===== config.mk =====
export PLATFORM = sky130hd
export DESIGN_NAME = adder_accum_unit
export DESIGN_NICKNAME = d
export VERILOG_FILES = /design/src/rtl/adder_accum_unit.sv
export SDC_FILE = /design/constraint.sdc
export NUM_CORES = 1
export LEC_CHECK = 0
export CAP_MARGIN = 20
export CORE_ASPECT_RATIO = 0.7
export CORE_MARGIN = 1
export CORE_UTILIZATION = 50
export DETAILED_ROUTE_END_ITERATION = 8
export PLACE_DENSITY = 0.76
export SYNTH_ARGS = -nofsm -noshare
export SYNTH_HDL_FRONTEND = slang
export SYNTH_SLANG_ARGS = --single-unit

===== constraint.sdc =====
create_clock -name clk -period 7.7 [get_ports clk]
set_clock_uncertainty 0.05 [all_clocks]
set_input_delay 1.54 -clock clk [delete_from_list [all_inputs] [get_ports clk]]
set_output_delay 1.54 -clock clk [all_outputs]
set_load 0.05 [all_outputs]

===== src/rtl/adder_accum_unit.sv =====
// Single/accumulate adder with a start/busy/valid handshake and overflow and term-limit flags.
// Build option: define ADDER_SATURATE_EN to clamp accumulator overflow/underflow instead of wrapping.
module adder_accum_unit #(
   parameter int WIDTH     = 12,
   parameter int MAX_TERMS = 8
) (
   input  logic             clk,
   input  logic             reset,
   input  logic [WIDTH-1:0] number1,
   input  logic [WIDTH-1:0] number2,
   input  logic             op,
   input  logic             mode,
   input  logic             enable,
   input  logic             clear,
   output logic [WIDTH:0]   sum_result,
   output logic             sum_state,
   output logic             busy,
   output logic             negative,
   output logic             overflow,
   output logic [7:0]       term_count,
   output logic             term_err
);

   typedef enum logic [1:0] {S_IDLE, S_CALC, S_DONE} state_t;

   localparam logic [WIDTH:0] ACC_MAX   = '1;
   localparam logic [7:0]     MAX_T     = 8'(MAX_TERMS);

   state_t           r_state;
   logic [WIDTH-1:0] r_a;
   logic [WIDTH-1:0] r_b;
   logic             r_op;
   logic             r_mode;
   logic [WIDTH:0]   r_acc;
   logic [WIDTH:0]   r_sum;
   logic             r_sum_state;
   logic             r_busy;
   logic             r_neg;
   logic             r_ovf;
   logic [7:0]       r_terms;
   logic             r_term_err;

   logic [WIDTH+1:0] w_acc_add;
   logic [WIDTH+1:0] w_acc_sub;
   logic [WIDTH:0]   w_single_add;
   logic [WIDTH-1:0] w_single_diff;
   logic             w_a_lt_b;
   logic [WIDTH:0]   w_acc_next;
   logic             w_acc_ovf;

   always_comb begin
      w_acc_add     = {1'b0, r_acc} + {2'b00, r_a};
      w_acc_sub     = {1'b0, r_acc} - {2'b00, r_a};
      w_single_add  = {1'b0, r_a} + {1'b0, r_b};
      w_a_lt_b      = (r_a < r_b);
      w_single_diff = w_a_lt_b ? (r_b - r_a) : (r_a - r_b);
      w_acc_next    = '0;
      w_acc_ovf     = 1'b0;
      // Bit WIDTH+1 of the extended add/sub is the carry or borrow out of the accumulator.
      if (r_op) begin
         w_acc_ovf  = w_acc_sub[WIDTH+1];
`ifdef ADDER_SATURATE_EN
         w_acc_next = w_acc_ovf ? '0 : w_acc_sub[WIDTH:0];
`else
         w_acc_next = w_acc_sub[WIDTH:0];
`endif
      end else begin
         w_acc_ovf  = w_acc_add[WIDTH+1];
`ifdef ADDER_SATURATE_EN
         w_acc_next = w_acc_ovf ? ACC_MAX : w_acc_add[WIDTH:0];
`else
         w_acc_next = w_acc_add[WIDTH:0];
`endif
      end
   end

   always_ff @(posedge clk) begin
      if (!reset) begin
         r_state     <= S_IDLE;
         r_a         <= '0;
         r_b         <= '0;
         r_op        <= 1'b0;
         r_mode      <= 1'b0;
         r_acc       <= '0;
         r_sum       <= '0;
         r_sum_state <= 1'b0;
         r_busy      <= 1'b0;
         r_neg       <= 1'b0;
         r_ovf       <= 1'b0;
         r_terms     <= '0;
         r_term_err  <= 1'b0;
      end else begin
         r_sum_state <= 1'b0;
         r_term_err  <= 1'b0;
         // busy trails the state by one cycle so it covers the CALC and DONE cycles' outputs.
         r_busy      <= (r_state != S_IDLE);
         case (r_state)
            S_IDLE: begin
               if (clear) begin
                  r_acc   <= '0;
                  r_terms <= '0;
                  r_ovf   <= 1'b0;
               end else if (enable) begin
                  if (mode && (r_terms == MAX_T)) begin
                     r_term_err <= 1'b1;
                  end else begin
                     r_a     <= number1;
                     r_b     <= number2;
                     r_op    <= op;
                     r_mode  <= mode;
                     r_state <= S_CALC;
                  end
               end
            end
            S_CALC: r_state <= S_DONE;
            S_DONE: begin
               r_state     <= S_IDLE;
               r_sum_state <= 1'b1;
               if (r_mode) begin
                  r_acc   <= w_acc_next;
                  r_sum   <= w_acc_next;
                  r_neg   <= 1'b0;
                  r_terms <= r_terms + 8'd1;
                  if (w_acc_ovf) r_ovf <= 1'b1;
               end else if (r_op) begin
                  r_sum <= {1'b0, w_single_diff};
                  r_neg <= w_a_lt_b;
               end else begin
                  r_sum <= w_single_add;
                  r_neg <= 1'b0;
               end
            end
            default: r_state <= S_IDLE;
         endcase
      end
   end

   assign sum_result = r_sum;
   assign sum_state  = r_sum_state;
   assign busy       = r_busy;
   assign negative   = r_neg;
   assign overflow   = r_ovf;
   assign term_count = r_terms;
   assign term_err   = r_term_err;

endmodule


# --- Word level (Yosys, flattened, before mapping) ---
# Index checks and enable logic that the tools add are counted.
word_totals:
  reg_bits: 67
  in_bits: 30
  output_inout_bits: 26
  wordCells: 66
op_classes:
  n_addsub: 6
  n_lt_le_gt_ge: 1
  eq_ne: 9
  muxes: 23
  bitwise: 5
  reduce_logical: 9
op_table:
  columns: ["operator", "count"]
  rows:
  - ["13-bit 2-to-1 mux", 5]
  - ["13-bit case mux with 2 select lines", 1]
  - ["12-bit subtractor", 2]
  - ["8-bit 2-to-1 mux", 2]
  - ["8-bit case mux with 2 select lines", 1]
  - ["13-bit by 12-bit adder with 14-bit output", 1]
  - ["13-bit by 12-bit subtractor with 14-bit output", 1]
  - ["12-bit by 12-bit adder with 13-bit output", 1]
  - ["12-bit < comparator", 1]
  - ["12-bit 2-to-1 mux", 1]
  - ["2-bit inequality test, second input constant", 6]
  - ["8-bit by 1-bit adder with 8-bit output, second input constant", 1]
  - ["8-bit by 4-bit == test with 1-bit output, second input constant", 1]
  - ["1-bit 2-to-1 mux", 8]
  - ["4-bit AND reduction", 2]
  - ["2-bit 2-to-1 mux", 3]
  - ["3-bit AND reduction", 2]
  - ["1-bit NOT", 5]
  - ["2-bit case mux with 2 select lines", 1]
  - ["2-bit nonzero test", 2]
  - ["4-bit OR reduction", 1]
  - ["2-bit by 1-bit == test with 1-bit output, second input constant", 1]
  - ["2-bit == test, second input constant", 1]
  - ["2-bit zero test", 1]
  - ["other kinds (2)", 2]

# --- Depth between registers and ports, before layout ---
logic_depth:
  ltp_word: 6
  mapped_depth: 12
  ltp_nobuf: 12

# --- Worst setup path before layout ---
# OpenSTA, ideal clock, no wires.
synth_path:
  kind: "in2reg"
  startpoint: "input port mode"
  endpoint: "register r_a[1]"
  setup_ps: 128
  t_arrival_ps: 2823
  t_required_ps: 7522
  path_slack_ps: 4699
  stages: 7
  path_cell_list: "nand2_1 > nor4_1 > nor4bb_1 > clkbuf_1 > buf_2 > mux2i_1 > nor2_1"
synth_via:
  elab_chain_cells: 3
synth_rtl:
  columns: ["item", "line_no", "text"]
  rows:
  - ["start: declaration", "12", "input logic mode,"]
  - ["1-bit logical AND", "104", "if (mode && (r_terms == MAX_T)) begin"]
  - ["1-bit NOT (no line)", null, null]
  - ["4-bit AND reduction (no line)", null, null]
  - ["end signal: assignment", "107", "r_a <= number1;"]
  - ["end: declaration", "30", "logic [WIDTH-1:0] r_a;"]
# Every way passes these cells.
# A chain may end at the register's enable or synchronous reset.

==> run metrics <==
status=completed; post-route DRC violation count=0; Worst Hold Path Cells=1; P_sw=0.3224 mW; num rows=31; Post CTS Setup Buffer Count=0; R2R depth=10; Initial Utilization=slightly above 50%; initial antenna violation count=0; Post-synth ARST share=0%; Bufs on Longest Clock Path=2; Iter 0 DRT Violations=between 400 and 500; Die Area=11,050 um^2; register area share after synthesis=about a quarter; Tightest Hold Check Type=reg -> reg; fillcell total=~930; final hold vios=0; CTS clk-pin slew, worst paths=roughly 0.060 ns; Synth Area per Inst=~8 um^2; sw frac=30.00%; final setup fails=0; syn_nets=~760; TritonCTS clock tree=yes; Antenna diodes=0; vias in the first global route=roughly 4,600; CTS H-tree depth=3; worst-path maximum fanout=28; first-pass detailed-route iteration total=7; antenna-violating nets left=0; synthesized area=about 5300 um^2; Layout area overhead=17.50%; Final Util=between 60% and 70%; remaining global-route overflow=0; Clock power frac=between 40% and 50%; Register Area=between 1000 and 1500 um^2; Slew @ Worst Pin=between 0.8 and 0.9 ns; worst vdd ir=between 100 and 150 uV; Final TNS setup=0 ns; fmax=around 280 MHz; Cells after Synth=about 660; Nets=804; Final HPWL DP=around 11,000 um; dpl cell area=~5900 um^2; RSZ-0062 raised after global routing=false; Setup crit end kind=flip-flop; first-pass GRT wire length=approximately 24,000 um; min Tclk post-route=3.514 ns; most common cell after layout, fill and taps aside=nor2_1; Slew Limit Fails=0; core box area=about 10,000 um^2; number of synthesized flops with an enable pin=0; Synth Flop Type=dfxtp_1; DR vias/cell=slightly below 6; wire length per cell=17.51 um; P_leak=2.586 nW; CTS sink count=67; via count=4,946; Worst Path Arrival=roughly 3.7 ns; max-cap viol count=0; Die Y=slightly below 90 um; Port Buffers=between 50 and 60; crit start category=input port; Yosys reg bits=67; Int Power=0.7524 mW; layout cells sized above 1=under 10%; Global Route Usage Sum=between 20 and 30%; Seq pwr share=about a third; Setup CP Type=in -> reg; Pwr Density=around 170 nW/um^2; Ports=56; Multi-input gate area=around 3600 um^2; cts hold-fix bufs=0; CTS root buffer=clkbuf_16; Tcrit/Tclk final=45.64%; post-route cell area=6241 um^2; Crit path required time=approximately 7.9 ns; CTS buffer count=9; global placement routability congestion=approximately 0.87; largest net degree at the start of global routing=29; PostCTS Resize Cnt=0; most frequent cells in the layout=nor2_1 (94), dfxtp_1 (67), ha_1 (63); Worst-Skew Late Latency=between 0.3 and 0.4 ns; Netlist cell types=70; combinational fraction of design power=25.3%; Die Wd=about 130 um; Synth warnings=0; drt total wl=around 15,000 um; R2R setup slack=4.20 ns; Slew headroom=between 40% and 50%
-- synthesized netlist by cell type, types with 6 or more instances --
cell       n  share of area (%)
nor2_1    94                6.6
dfxtp_1   67                 25
ha_1      63                 15
inv_1     55                3.9
a21oi_1   53                5.0
nand2_1   47                3.3
mux2i_1   32                6.0
xnor2_1   24                4.0
o21ai_0   22                2.1
clkbuf_1  16                1.1
nand3_1   14                1.3
nor3_1    14                1.3
a31oi_1   13                1.5
nor2b_1   13                1.5
a211oi_1   7               0.99
a22oi_1    7               0.99
nand2b_1   7               0.82
buf_2      6               0.57
buf_4      6               0.85
xor2_1     6               0.99
-- worst max-delay path, cell delays in order --
cell,delay (ns)
clkdlybuf4s50_1,0.74
inv_1,0.43
buf_4,0.38
or4_1,0.53
nand3_1,0.10
-- sequential cells by signal, summed over array words and instances, names as in the netlist --
register,flops
r_acc,13
sum_state,1
r_state,2
r_a,12
r_op,1
r_mode,1
overflow,1
negative,1
busy,1
r_b,12
term_count,8
sum_result,13
term_err,1
-- area by class of cell --
type / count / share of cell area [%]
sequential: 67 / 21.49
inverter: 56 / 3.368
clock buffer: 10 / 3.669
multi-input combinational: 512 / 58.14
clock inverter: 5 / 1.263
timing repair buffer: 60 / 9.423
tap: 132 / 2.646
-- layer usage --
metal	share of wire, %	global-route usage (%)	vias to the layer above
met1	47	36.55	2331
met3	6.8	5.502	22
met5	0	0	-
li1	-	-	2393
met2	44	45.71	200
met4	1.5	7.317	0
-- power by group through the flow --
stage	Combinational (mW)	Clock, mW	Sequential [mW]
floorplan	0.195	0	0.380
global placement	0.263	0	0.376
detailed placement	0.266	0	0.377
CTS	0.268	0.440	0.370
global route	0.296	0.457	0.371
finish	0.272	0.433	0.369
-- path summary, 6_finish.rpt --
| check | start | end |
|---|---|---|
| setup / recovery | reset | r_acc[11] |
| hold / removal | r_state[1] | r_state[1] |
| setup reg to reg | r_a[1] | r_acc[11] |
| hold reg to reg | r_state[1] | r_state[1] |
-- stage by stage --
step,power (mW),setup slack [ns],instances,hold WS (ns)
3_5_place_dp,0.6428,3.912,827,0.3942
5_1_grt,1.123,3.985,842,0.4297
2_1_floorplan,0.5746,4.699,664,0.3721
6_report,1.075,4.186,842,0.4055
3_3_place_gp,0.6394,3.957,827,0.3810
4_1_cts,1.078,4.253,842,0.4027
-- cells by family (layout without fill, tap and decap cells) --
logic type | Yosys count | count (layout) | synth area share (%)
AO/OA/AOI/OAI | 159 | 159 | 20.19
XOR/XNOR | 30 | 30 | 4.947
adder cells (fa/ha/maj) | 68 | 68 | 16.73
buffers and inverters | 85 | 131 | 6.714
flip-flops | 67 | 67 | 25.25
multiplexers | 36 | 36 | 7.020
AND/OR/NAND/NOR | 219 | 219 | 19.15
No activity file was read; power rests on OpenSTA's default activity.
